File: src/rtl/cacheline_adaptor.sv
// Converts one cacheline read/write from the cache side into a fixed-length
// burst of narrower beats on the physical memory bus, with a one-cycle response.
module cacheline_adaptor #(
  parameter int s_offset = 5,
  parameter int s_beat   = 64,
  parameter int n_beats  = 4,
  localparam int line_w  = 8 * (1 << s_offset),
  localparam int cnt_w   = (n_beats > 1) ? $clog2(n_beats) : 1
) (
  input  logic              clk,
  input  logic              rst,
  input  logic [line_w-1:0] line_i,
  output logic [line_w-1:0] line_o,
  input  logic [31:0]       address_i,
  input  logic              read_i,
  input  logic              write_i,
  output logic              resp_o,
  input  logic [s_beat-1:0] burst_i,
  output logic [s_beat-1:0] burst_o,
  output logic [31:0]       address_o,
  output logic              read_o,
  output logic              write_o,
  input  logic              resp_i
);

  typedef enum logic [1:0] {
    IDLE  = 2'd0,
    READ  = 2'd1,
    WRITE = 2'd2,
    DONE  = 2'd3
  } state_t;

  localparam logic [cnt_w-1:0] last_beat = cnt_w'(n_beats - 1);

  state_t            r_state;
  logic [cnt_w-1:0]  r_count;
  logic [line_w-1:0] r_line;   // read buffer, only ever filled by READ bursts
  logic [line_w-1:0] r_wline;  // write line latched at request time
  logic [31:0]       r_addr;
  logic              r_read;
  logic              r_write;
  logic              r_resp;
  logic [s_beat-1:0] w_burst;

  assign w_burst   = r_wline[r_count*s_beat +: s_beat];
  assign burst_o   = w_burst;
  assign line_o    = r_line;
  assign address_o = r_addr;
  assign read_o    = r_read;
  assign write_o   = r_write;
  assign resp_o    = r_resp;

  always_ff @(posedge clk) begin
    if (rst) begin
      r_state <= IDLE;
      r_count <= '0;
      r_line  <= '0;
      r_wline <= '0;
      r_addr  <= '0;
      r_read  <= 1'b0;
      r_write <= 1'b0;
      r_resp  <= 1'b0;
    end else begin
      case (r_state)
        IDLE: begin
          r_resp  <= 1'b0;
          r_count <= '0;
          // Write wins when both requests are raised together
          if (write_i) begin
            r_wline <= line_i;
            r_addr  <= {address_i[31:s_offset], {s_offset{1'b0}}};
            r_write <= 1'b1;
            r_state <= WRITE;
          end else if (read_i) begin
            r_addr  <= {address_i[31:s_offset], {s_offset{1'b0}}};
            r_read  <= 1'b1;
            r_state <= READ;
          end
        end
        READ: begin
          if (resp_i) begin
            r_line[r_count*s_beat +: s_beat] <= burst_i;
            r_count <= r_count + 1'b1;
            if (r_count == last_beat) begin
              r_read  <= 1'b0;
              r_resp  <= 1'b1;
              r_state <= DONE;
            end
          end
        end
        WRITE: begin
          if (resp_i) begin
            r_count <= r_count + 1'b1;
            if (r_count == last_beat) begin
              r_write <= 1'b0;
              r_resp  <= 1'b1;
              r_state <= DONE;
            end
          end
        end
        DONE: begin
          r_resp  <= 1'b0;
          r_state <= IDLE;
        end
        default: r_state <= IDLE;
      endcase
    end
  end

endmodule

File: config.mk
export PLATFORM = sky130hd
export DESIGN_NAME = cacheline_adaptor
export DESIGN_NICKNAME = d
export VERILOG_FILES = /design/src/rtl/cacheline_adaptor.sv
export SDC_FILE = /design/constraint.sdc
export NUM_CORES = 1
export LEC_CHECK = 0
export CORE_MARGIN = 2
export CORE_UTILIZATION = 25
export DETAILED_ROUTE_END_ITERATION = 10
export PLACE_DENSITY = 0.48
export SLEW_MARGIN = 20
export SYNTH_ARGS = -nofsm -noshare
export SYNTH_HDL_FRONTEND = slang
export SYNTH_SLANG_ARGS = --single-unit
File: constraint.sdc
create_clock -name clk -period 3.2 [get_ports clk]
set_clock_uncertainty 0.05 [all_clocks]
set_input_delay 0.48 -clock clk [delete_from_list [all_inputs] [get_ports clk]]
set_output_delay 0.48 -clock clk [all_outputs]
set_load 0.01 [all_outputs]
* Word level (Yosys, flattened, before mapping)
Cells that the tools add are included.
** Operators by class
- Eq/ne operators :: 14
- Mux-type cells :: 20
- Reduce and logical (&&, ||, !) cells :: 15
- Shifts and indexed selects :: 3
- Add/subtract/negate cells :: 2
** Operator list (count)
- 256-bit bitwise mux :: 1
- 64-bit by 34-bit variable shift with 256-bit output, first input constant :: 1
- 256-bit by 9-bit variable part select with 64-bit output :: 1
- 64-bit by 34-bit variable part select with 256-bit output :: 1
- 32-bit 2-to-1 mux :: 2
- 8-bit negator with 34-bit output :: 1
- 2-bit != test, second input constant :: 7
- 2-bit 2-to-1 mux :: 5
- 2-bit AND reduction :: 5
- 2-bit nonzero test :: 4
- 1-bit 2-to-1 mux :: 7
- 2-bit equality test, second input constant :: 3
- 1-bit case mux with 2 select lines :: 3
- 2-bit case mux with 3 select lines :: 1
- 5-bit AND reduction :: 1
- 2-bit by 1-bit != test with 1-bit output, second input constant :: 2
- 2-bit case mux with 2 select lines :: 1
- 4-bit AND reduction :: 1
- 2-bit OR reduction :: 2
- 3-bit != test, second input constant :: 1
- 3-bit AND reduction :: 1
- 2-bit by 1-bit adder with 2-bit output, second input constant :: 1
- 2-bit by 1-bit equality test with 1-bit output, second input constant :: 1
- 2-bit zero test :: 1
** Word-level totals
- Output and inout bits :: 355
- Register bits :: 551
- Input bits :: 357

* Longest topological paths before layout
Gate-level depths: netlist of run 1.
- Depth in word-level cells :: 4
- Depth in mapped cells :: 10
- Depth with buffers taken out :: 5

* Worst setup path before layout of run 1
Ideal clock, no wire load.
- Kind :: reg-to-reg
- From :: register r_count[0]
- To :: register r_line[221], in the netlist line_o[221]
- Required time :: 3080 ps
- Data arrival time :: 2394 ps
- Slack :: 685 ps
- Stages on the path, launching flop included :: 11
- Setup time :: 70 ps
- Path through :: dfxtp_1 buf_4 buf_6 buf_2 inv_1 ha_1 nor4b_2 buf_2 buf_2 nand3_1 a21oi_1
** Between the ends
- Cells in the longest elaborated chain, start to end :: 3
- Elaborated cells on any way between the ends :: 4
- Classes of those cells :: add/sub (1); shift (2); mux (1)
** RTL lines
- start: declaration :: RTL line 36 : logic [cnt_w-1:0] r_count;
- start signal: assignment :: RTL line 83 : r_count <= r_count + 1'b1;
- start signal: assignment :: RTL line 93 : r_count <= r_count + 1'b1;
- 8-bit negator with 34-bit output * :: RTL line 82 : r_line[r_count*s_beat +: s_beat] <= burst_i;
- 64-bit by 34-bit variable part select with 256-bit output or 64-bit by 34-bit variable shift with 256-bit output (tied branches) :: RTL line 82
- 256-bit bitwise mux * :: RTL line 82
- end signal: indexed assignment :: RTL line 82
- end: declaration :: RTL line 37 : logic [line_w-1:0] r_line;
Every way passes the cells marked *; elsewhere a longest branch is shown, timed or not.
A chain may end at the register's enable or synchronous reset.

* Final worst setup path of run 1
- From :: register r_count[1]
- To :: output burst_o[63]
** Between the ends
- Cells in the longest elaborated chain, start to end :: 1
** RTL lines
- 256-bit by 9-bit variable part select with 64-bit output :: RTL line 45 : assign w_burst = r_wline[r_count*s_beat +: s_beat];
- end: declaration :: RTL line 19 : output logic [s_beat-1:0] burst_o,
Every way passes these cells.

==> summary.txt, run 1 <==
STA
  – Setup total negative slack: 0 ns
  – Worst slack on hold paths: 0.1979 ns
  – Measured slew at the worst slew-check pin: 1.032 ns
  – Final critical-path share of the clock period: 95.51%
  – Max Fclk: 327.2 MHz
  – RSZ-0062 raised after global routing: no
  – Worst setup margin: 0.1436 ns
  – Final Hold Viols: 0
  – Number of pins with negative max-slew slack in the final report: 0
  – Endpoints failing setup: 0
  – Period minus WS final: 3.056 ns
  – Slew HR: 31.18%

Clock tree
  – Clock slew at reported path FFs: 0.06 ns
  – CTS Root Buffer Type: clkbuf_16
  – CTS tree: built
  – Clock Sinks: 546
  – Level count of the clock H-tree: 3
  – Clock insertion delay at the later pin of the skew report: 0.60 ns
  – Hold buffer count at CTS: 0
  – Total clock buffers created by CTS: 67
  – Maximum buffer depth of the clock tree: 3

Route
  – Antenna-violating nets left: 0
  – Routed WL per cell: 20.22 um
  – Drt first pass iters: 5
  – Number of remaining DRC errors: 0
  – DRT iter0 DRCs: 1,078
  – Vias post-DR: 19,630
  – Total detailed-routing wirelength: 83.23 mm
  – Via-to-Cell Ratio: 4.767

Synth
  – Synth Instances: 2,376
  – Share of synthesized area occupied by flip-flops and latches: 52.76%
  – Count of state elements after synthesis: 546
  – Total number of yosys warnings: 0
  – Cell area after synthesis: 20,720 um^2
  – Count of flip-flops with a built-in enable after synthesis: 0
  – Commonest register cell after synthesis: dfxtp_1
  – Average cell area after synthesis: 8.719 um^2
  – Post-synthesis cell type count: 39
  – Post-synth ARST share: 0%

Setup path
  – Arrival time of data at the critical path endpoint: 2.53 ns
  – Critical path capture point type: output pin
  – Worst setup path class: flop to output pin
  – CP Launch Point: r_count[1]
  – Startpoint of the lowest-slack register-to-register path: r_count[1]
  – Critical path required time: 2.67 ns
  – Highest fanout seen on the critical path: 43
  – Launching element type of the critical path: flop

Finish
  – Most frequent standard cell in the layout excluding fill and tap cells: nand2_1
  – Share of layout cells above drive strength 1: 10.02%
  – Most used cells in the layout excluding fill and tap cells: nand2_1 (754), clkdlybuf4s50_1 (700), dfxtp_1 (544)
  – Multi-input gate area: 8897 um^2
  – Seq. cell area: 10,940 um^2
  – Number of filler instances in the final layout: 8,303
  – Total Nets Final: 3,351
  – Layout overhead on the synthesized area: 50.28%

Global route
  – Number of antenna violations at the first check in global routing: 22
  – Global routing met1 resource utilization: 22.04%
  – Maximum number of pins on one net before global-route repair: 187
  – Met2 layer usage reported by global route: 31.38%
  – Total global routing overflow: 0
  – Met3 layer usage reported by global route: 6.264%
  – Via count of the first global-routing pass: 19,270
  – Layer with the highest usage: met2
  – GRT Resource Usage Total: 18.71%
  – Global-route wire length before repair: 122.5 mm

Worst hold path
  – Startpoint of the tightest hold check path: rst
  – Worst Hold Class: input pin to flop

Pwr
  – Combinational share of power: 23.7%
  – Power per Cell Area: 646.6 nW/um^2
  – Net switching power figure: 6.038 mW
  – Reported leakage power: 11.00 nW
  – Clock group share of total power: 37.4%
  – Sequential share of power: 38.9%
  – Switching share of power: 29.99%
  – VDD IR max: 0.0003368 V
  – Internal power: 14.10 mW

Status
  – Outcome: completed

Floorplan
  – IO Count: 712
  – Die Area: 85,190 um^2
  – Die boundary height: 291.9 um
  – FP Rows: 105
  – Initial standard-cell utilization of the core: 25.23%
  – DIE WIDTH: 291.9 um
  – Core area: 82,110 um^2

Flow run
  – MaxCap Viol Count: 0

Placed design
  – Input/output buffers: 701
  – Pre-CTS setup slack: 0.4556 ns
  – Routability Congestion: 0.8399
  – Detail Placement HPWL: 58.00 mm
==> per-stage QoR <==
step | total power [mW] | cells | util, % | instance area, um^2
5_1_grt | 21.18 | 4116 | 37.92 | 31130
4_1_cts | 20.48 | 4104 | 37.88 | 31100
2_1_floorplan | 10.53 | 2380 | - | 20730
3_5_place_dp | 12.79 | 3981 | 35.14 | 28850
3_3_place_gp | 12.68 | 3981 | 35.14 | 28850
6_report | 20.13 | 4117 | 37.92 | 31130
==> power by group through the flow <==
| stage | clock network [mW] | logic (mW) | registers (mW) |
|---|---|---|---|
| after global placement | 0 | 4.69 | 7.98 |
| after CTS | 7.79 | 4.86 | 7.84 |
| final | 7.54 | 4.77 | 7.83 |
| after detailed placement | 0 | 4.76 | 8.03 |
| after global routing | 8.06 | 5.21 | 7.91 |
| after floorplan | 0 | 2.58 | 7.95 |
==> path summary, 6_finish.rpt <==
kind	endpoint	slack, ns	cells past startpoint
worst max-delay path	burst_o[63]	0.14	3
worst min-delay path	r_wline[83]	0.20	2
worst max register to register	line_o[188]	0.57	6
worst min register to register	line_o[160]	0.40	2
==> per-layer routing <==
layer | wire (um) | vias to the layer above
met5 | 130 | -
met4 | 2428 | 20
met3 | 7425 | 142
met2 | 40610 | 684
met1 | 32640 | 9407
li1 | - | 9373
==> synthesized netlist by cell type (all sizes together), types with 2 or more instances <==
master,instances,area (um^2)
and3,3,18.77
ha,10,125.1
nor4b,2,23.77
a32o,65,725.7
nor2,9,33.78
mux4,64,1441
buf,69,391.6
nand2b,2,12.51
a21oi,472,2362
inv,5,18.77
nor3b,4,30.03
nor2b,3,18.77
dfxtp,546,10930
clkbuf,151,566.8
o21ai,2,10.00
mux2i,3,30.03
nand2,755,2834
nand3,189,945.9
a32oi,8,70.07
==> sequential cells by signal, summed over array words and instances, names as in the netlist <==
signal     cells
r_state        2
r_wline      256
line_o       256
resp_o         1
write_o        1
r_count        2
address_o     27
read_o         1
==> area by class of cell <==
class / count / share of cell area (%)
Tap cell: 1070 / 4.300
Antenna cell: 13 / 0.1045
Multi-Input combinational cell: 1609 / 28.58
Clock inverter: 22 / 0.7434
Clock buffer: 97 / 6.333
Sequential cell: 546 / 35.13
Timing Repair Buffer: 755 / 24.75
Inverter: 5 / 0.06028
==> logic make-up after synthesis <==
| kind of cell | after synthesis | synth area share (%) |
|---|---|---|
| and+or+nand+nor | 973 | 19.22 |
| AOI/OAI and AO/OA | 552 | 15.49 |
| DFF | 546 | 52.76 |
| buffers and inverters | 225 | 4.717 |
| muxes | 68 | 7.157 |
| adders and majority gates | 10 | 0.6039 |
| other | 1 | 0.01810 |
| xor gates and xnor gates | 1 | 0.04228 |
==> worst max-delay path, cell delays in order (launching register included) <==
cell and delay (ns):
dfxtp_4 0.58, buf_12 0.34, mux4_2 0.37, clkdlybuf4s50_1 0.58
==> what timing repair did <==
action	in CTS	in global routing
endpoints found under the setup margin	47	0
buffers inserted	4	0
resized for setup	0	0
Note: power is estimated with default switching activity, not from simulation.
==> inputs of run 2 (changes only) <==
Settings changed: ABC_CLOCK_PERIOD_IN_PS set to 3200, CORE_AREA set to 2 2 280 282, CORE_MARGIN 2 to unset, CORE_UTILIZATION 25 to unset, DIE_AREA set to 0 0 282 284, PLACE_DENSITY 0.48 to 0.51.
==> run 2 against run 1 <==
Register-to-register slack improved by 0.20 ns. Critical path type unchanged. Clock-buffer cell count unchanged. Flip-flop and latch count unchanged. Maximum frequency up 1.7%. Cell area rose by 0.21%.
==> summary.txt, run 2 (synthesis gave the netlist of run 1 again) <==
Worst hold path
  – Hold Path Cell Cnt: 2 (unchanged)
  – Worst Hold Class: input pin to flop

Global route
  – Maximum number of pins on one net before global-route repair: 207 (+11%)
  – GRT Resource Usage Total: 19.24% (+0.53 points)
  – Number of antenna violations at the first check in global routing: 23 (+4.5%)
  – Via count of the first global-routing pass: 19,290 (+0.13%)
  – Total global routing overflow: 0 (unchanged)
  – Global-route wire length before repair: 119.0 mm (-2.8%)

Floorplan
  – FP Rows: 102 (-2.9%)
  – IO Count: 712 (unchanged)
  – Die Area: 80,090 um^2 (-6.0%)
  – Die boundary height: 284 um (-2.7%)
  – Core area: 76,960 um^2 (-6.3%)
  – DIE WIDTH: 282 um (-3.4%)
  – Initial standard-cell utilization of the core: 26.92% (+1.7 points)

Finish
  – Fin cells: 4,089 (-0.68%)
  – Share of layout cells above drive strength 1: 9.960% (-0.059 points)
  – Most frequent standard cell in the layout excluding fill and tap cells: nand2_1
  – Post-route cell area: 31,200 um^2 (+0.21%)
  – Layout overhead on the synthesized area: 50.60%
  – Most used cells in the layout excluding fill and tap cells: nand2_1 (754), clkdlybuf4s50_1 (700), dfxtp_1 (544)
  – Number of filler instances in the final layout: 7,684 (-7.5%)
  – Total Nets Final: 3,347 (-0.12%)

Route
  – Via-to-Cell Ratio: 4.778 (+0.23%)
  – Total detailed-routing wirelength: 80.73 mm (-3.0%)
  – Routed WL per cell: 19.74 um (-2.3%)
  – Vias post-DR: 19,540 (-0.45%)
  – Drt first pass iters: 5 (unchanged)
  – DRT iter0 DRCs: 1,156 (+7.2%)
  – Antenna-violating nets left: 0 (unchanged)
  – Number of remaining DRC errors: 0 (unchanged)

Clock tree
  – CTS Root Buffer Type: clkbuf_16
  – Maximum buffer depth of the clock tree: 3 (unchanged)
  – Clock insertion delay at the later pin of the skew report: 0.60 ns (about the same)
  – Total clock buffers created by CTS: 67 (unchanged)
  – Level count of the clock H-tree: 3 (unchanged)
  – Clock Sinks: 546 (unchanged)
  – Clock slew at reported path FFs: 0.06 ns (about the same)
  – CTS tree: built

Pwr
  – Total Power: 20.26 mW (+0.64%)
  – VDD IR max: 0.0003244 V (-3.7%)
  – Net switching power figure: 5.990 mW (-0.79%)
  – Reported leakage power: 11.04 nW (+0.35%)
  – Clock group share of total power: 38.2% (+0.8 points)
  – Switching share of power: 29.56% (-0.42 points)
  – Combinational share of power: 23.1% (-0.6 points)
  – Power per Cell Area: 649.4 nW/um^2 (+0.43%)
  – Internal power: 14.27 mW (+1.2%)
  – Sequential share of power: 38.7% (-0.2 points)

Setup path
  – Highest fanout seen on the critical path: 26 (-40%)
  – Arrival time of data at the critical path endpoint: 2.48 ns (-0.05 ns)
  – Launching element type of the critical path: flop
  – Crit. path cell count: 4 (+1)
  – Buffer and inverter count on the worst path: 3 (+1)
  – Critical Path, Cell by Cell: buf_12, buf_16, mux4_2, clkdlybuf4s50_1
  – Peak per-stage delay on the critical path: 0.58 ns (about the same)
  – Cell type of the slowest stage on the worst timing path: clkdlybuf4s50_1
  – Worst setup path class: flop to output pin
  – Critical path required time: 2.67 ns (about the same)
  – Worst path top cell family by delay: buffers and inverters
  – Worst r2r path cells: 7 (+1)
  – Critical path capture point type: output pin

STA
  – Endpoints failing setup: 0 (unchanged)
  – Setup total negative slack: 0 ns (unchanged)
  – Slew HR: 29.80% (-1.4 points)
  – Period minus WS final: 3.006 ns (-0.05022 ns)
  – Number of pins with negative max-slew slack in the final report: 0 (unchanged)
  – Measured slew at the worst slew-check pin: 1.053 ns (+0.02080 ns)
  – Final Hold Viols: 0 (unchanged)
  – Worst slack on hold paths: 0.1747 ns (-0.02321 ns)
  – Max Fclk: 332.7 MHz (+1.7%)
  – Final critical-path share of the clock period: 93.94% (-1.6 points)
  – RSZ-0062 raised after global routing: no

Placed design
  – Routability Congestion: 0.8238 (-1.9%)
  – Post-placement cell count: 3,948 (-0.83%)
  – Area of placed instances: 28,830 um^2 (about the same)
  – Detail Placement HPWL: 55.96 mm (-3.5%)
  – Input/output buffers: 701 (unchanged)

Flow run
  – MaxCap Viol Count: 0 (unchanged)

Status
  – Outcome: completed
## run 2: cell count changes in the layout (fill, tap and decap cells not counted), moves of 2 or more
cell / change
buf_12: +4
buf_4: -10
clkinv_4: +2
bufinv_16: +3
diode_2: +4
nand3_4: -2
nand3_2: +2
clkinvlp_4: -2
## run 2: power groups by stage
stage / Sequential [mW] / Combinational, mW / Clock [mW]
finish: 7.83 / 4.68 / 7.74
global route: 7.91 / 5.13 / 8.25
CTS: 7.85 / 4.68 / 7.97
detailed placement: 8.01 / 4.65 / 0
global placement: 7.97 / 4.58 / 0
floorplan: 7.95 / 2.58 / 0
## run 2: final cells by class
| class | instances | area [um^2] | share of cell area, % |
|---|---|---|---|
| Sequential cell | 546 | 10940 | 35.06 |
| Tap cell | 1040 | 1301 | 4.171 |
| Inverter | 5 | 18.77 | 0.06015 |
| Antenna cell | 17 | 42.54 | 0.1363 |
| Clock inverter | 24 | 306.5 | 0.9825 |
| Clock buffer | 97 | 1961 | 6.284 |
| Multi-Input combinational cell | 1609 | 8882 | 28.47 |
| Timing Repair Buffer | 751 | 7750 | 24.84 |
## run 2: metrics by stage
step	utilization, %	setup slack (ns)
CTS	40.42	0.002461
detailed placement	37.46	0.4904
finish	40.54	0.1938
global route	40.53	0.08172
global placement	37.46	0.5593
floorplan	-	0.6853
## run 2: path summary, 6_finish.rpt
path                   to         from  slack [ns]
min reg2reg   line_o[193]  line_o[193]        0.40
min          r_wline[207]          rst        0.17
max           burst_o[60]   r_count[0]        0.19
max reg2reg   line_o[113]   r_count[0]        0.77
## run 2: metal layers
metal | part of all wire (%) | GRT usage, % | vias up
li1 | - | - | 9369
met1 | 39 | 22.33 | 9324
met2 | 48 | 31.82 | 685
met3 | 8.9 | 6.405 | 151
met4 | 3.7 | 8.989 | 8
met5 | 0.062 | 0 | -
## run 2: what timing repair did
| item | CTS | global route |
|---|---|---|
| resized for setup | 1 | 2 |
| setup endpoints to repair | 49 | 5 |
| setup buffers | 1 | 2 |
| hold buffers | 0 | 0 |
==> inputs of run 3 (changes only) <==
Settings changed: CAP_MARGIN set to 20, SKIP_CTS_REPAIR_TIMING set to 1.
==> run 3 against run 2 <==
Sequential share of layout area about the same. Hold slack about the same. Non-clock buffer count unchanged. Sequential power about the same. Register-to-register slack about the same. Utilization about the same. First-iteration DRC count increased by 5.9%. Final cell count unchanged. Largest cell class unchanged.
==> summary.txt, run 3 (synthesis gave the netlist of run 1 again) <==
Status
  – Outcome: completed

Pwr
  – Power per Cell Area: 649.3 nW/um^2 (about the same)
  – Internal power: 14.27 mW (about the same)
  – Total Power: 20.26 mW (about the same)
  – Net switching power figure: 5.986 mW (about the same)
  – VDD IR max: 0.0003254 V (+0.30%)
  – Sequential share of power: 38.7% (about the same)
  – Switching share of power: 29.55% (about the same)
  – Combinational share of power: 23.1% (about the same)
  – Reported leakage power: 11.04 nW (about the same)
  – Clock group share of total power: 38.2% (about the same)

Global route
  – Met3 layer usage reported by global route: 6.405% (unchanged)
  – GRT Resource Usage Total: 19.22% (-0.024 points)
  – Global routing met1 resource utilization: 22.36% (+0.037 points)
  – Met2 layer usage reported by global route: 31.69% (-0.13 points)
  – Global-route wire length before repair: 118.9 mm (-0.10%)
  – Number of antenna violations at the first check in global routing: 23 (unchanged)
  – Via count of the first global-routing pass: 19,280 (-0.057%)
  – Total global routing overflow: 0 (unchanged)
  – Maximum number of pins on one net before global-route repair: 207 (unchanged)
  – Layer with the highest usage: met2

Setup path
  – Peak per-stage delay on the critical path: 0.58 ns (about the same)
  – Cell type of the slowest stage on the worst timing path: clkdlybuf4s50_1
  – Worst setup path class: flop to output pin
  – Startpoint of the lowest-slack register-to-register path: r_count[0]
  – Critical path required time: 2.67 ns (about the same)
  – Worst setup slack for register-to-register paths: 0.77 ns (about the same)
  – Worst r2r path cells: 7 (unchanged)
  – Capture instance of the worst register-to-register path: line_o[116]
  – Critical path capture point type: output pin
  – Arrival time of data at the critical path endpoint: 2.47 ns (about the same)
  – Highest fanout seen on the critical path: 26 (unchanged)
  – Launching element type of the critical path: flop
  – Critical Path, Cell by Cell: buf_12, buf_16, mux4_2, clkdlybuf4s50_1

Clock tree
  – Clock insertion delay at the later pin of the skew report: 0.60 ns (about the same)
  – Clock slew at reported path FFs: 0.06 ns (about the same)
  – CTS tree: built
  – Maximum buffer depth of the clock tree: 3 (unchanged)
  – Level count of the clock H-tree: 3 (unchanged)
  – CTS Root Buffer Type: clkbuf_16
  – Total clock buffers created by CTS: 67 (unchanged)
  – Clock Sinks: 546 (unchanged)

Placed design
  – Routability Congestion: 0.8238 (unchanged)
  – Post-placement cell count: 3,948 (unchanged)
  – Input/output buffers: 701 (unchanged)
  – Detail Placement HPWL: 55.96 mm (unchanged)

Floorplan
  – Initial standard-cell utilization of the core: 26.92% (unchanged)
  – DIE WIDTH: 282 um (unchanged)
  – FP Rows: 102 (unchanged)
  – Die Area: 80,090 um^2 (unchanged)
  – Core area: 76,960 um^2 (unchanged)
  – Die boundary height: 284 um (unchanged)
  – IO Count: 712 (unchanged)

STA
  – Number of pins with negative max-slew slack in the final report: 0 (unchanged)
  – Endpoints failing setup: 0 (unchanged)
  – Setup total negative slack: 0 ns (unchanged)
  – Final critical-path share of the clock period: 93.89% (about the same)
  – Final Hold Viols: 0 (unchanged)
  – Period minus WS final: 3.005 ns (-0.001532 ns)
  – RSZ-0062 raised after global routing: no
  – Worst slack on hold paths: 0.1749 ns (+0.0002250 ns)
  – Measured slew at the worst slew-check pin: 1.050 ns (-0.002709 ns)
  – Max Fclk: 332.8 MHz (about the same)
  – Slew HR: 29.98% (+0.18 points)

Worst hold path
  – Hold path endpoint: r_wline[207]
  – Startpoint of the tightest hold check path: rst
  – Hold Path Cell Cnt: 2 (unchanged)
  – Worst Hold Class: input pin to flop

Finish
  – Total Nets Final: 3,347 (unchanged)
  – Number of filler instances in the final layout: 7,681 (-0.039%)
  – Share of layout cells above drive strength 1: 9.960% (unchanged)
  – Layout overhead on the synthesized area: 50.63% (about the same)
  – Seq. cell area: 10,940 um^2 (unchanged)
  – Utilization after layout: 40.55% (about the same)
  – Most frequent standard cell in the layout excluding fill and tap cells: nand2_1
  – Fin cells: 4,089 (unchanged)
  – Multi-input gate area: 8882 um^2 (unchanged)
  – Most used cells in the layout excluding fill and tap cells: nand2_1 (754), clkdlybuf4s50_1 (700), dfxtp_1 (544)

Route
  – Drt first pass iters: 5 (unchanged)
  – Routed WL per cell: 19.70 um (-0.20%)
  – Total detailed-routing wirelength: 80.56 mm (-0.20%)
  – Vias post-DR: 19,490 (-0.22%)
  – DRT iter0 DRCs: 1,224 (+5.9%)
  – Antenna-violating nets left: 0 (unchanged)
  – Number of remaining DRC errors: 0 (unchanged)
  – Via-to-Cell Ratio: 4.767 (-0.22%)

Flow run
  – MaxCap Viol Count: 0 (unchanged)
[run 3: changes by cell type in the layout (fill, tap and decap cells not counted), sizes merged]
cell and delta:
clkbuf +1, buf -1
[run 3: how the worst max path moves through the flow]
stage               start     endpoint  cells after the start
2_1_floorplan  r_count[0]  line_o[221]                     10
3_3_place_gp   r_count[0]  burst_o[40]                      3
3_5_place_dp   r_count[0]  line_o[116]                      6
4_1_cts        r_count[0]  burst_o[40]                      3
5_1_grt        r_count[0]  burst_o[40]                      4
6_report       r_count[0]  burst_o[60]                      4
[run 3: critical path, delay by kind of cell (launching register included)]
| family | cells | cell delay (ns) |
|---|---|---|
| buffers and inverters | 3 | 0.92 |
| muxes | 1 | 0.54 |
| DFF | 1 | 0.38 |
[run 3: cell type report]
type                    count  share of cell area [%]
flip-flops and latches    546                   35.05
multi-input cells        1609                   28.46
repair buffers            751                   24.85
clock buffers              97                   6.283
well taps                1040                   4.170
clock inverters            24                  0.9823
diodes                     17                  0.1363
inverters                   5                 0.06014
[run 3: through the flow]
stage | worst slack [ns] | area [um^2]
after detailed placement | 0.4904 | 28830
after CTS | -0.1519 | 31090
final | 0.1954 | 31210
after global placement | 0.5593 | 28830
after global routing | 0.07686 | 31200
after floorplan | 0.6853 | 20730
[run 3: power by group through the flow]
stage	Clock, mW	Sequential, mW	Combinational (mW)
3_3_place_gp	0	7.97	4.58
2_1_floorplan	0	7.95	2.58
5_1_grt	8.25	7.91	5.13
4_1_cts	7.97	7.86	4.66
6_report	7.75	7.83	4.68
3_5_place_dp	0	8.01	4.65
[run 3: metal layers]
layer | vias to the layer above | wire (um)
met4 | 8 | 2983
met5 | - | 50
li1 | 9363 | -
met3 | 153 | 7196
met1 | 9259 | 31650
met2 | 711 | 38690
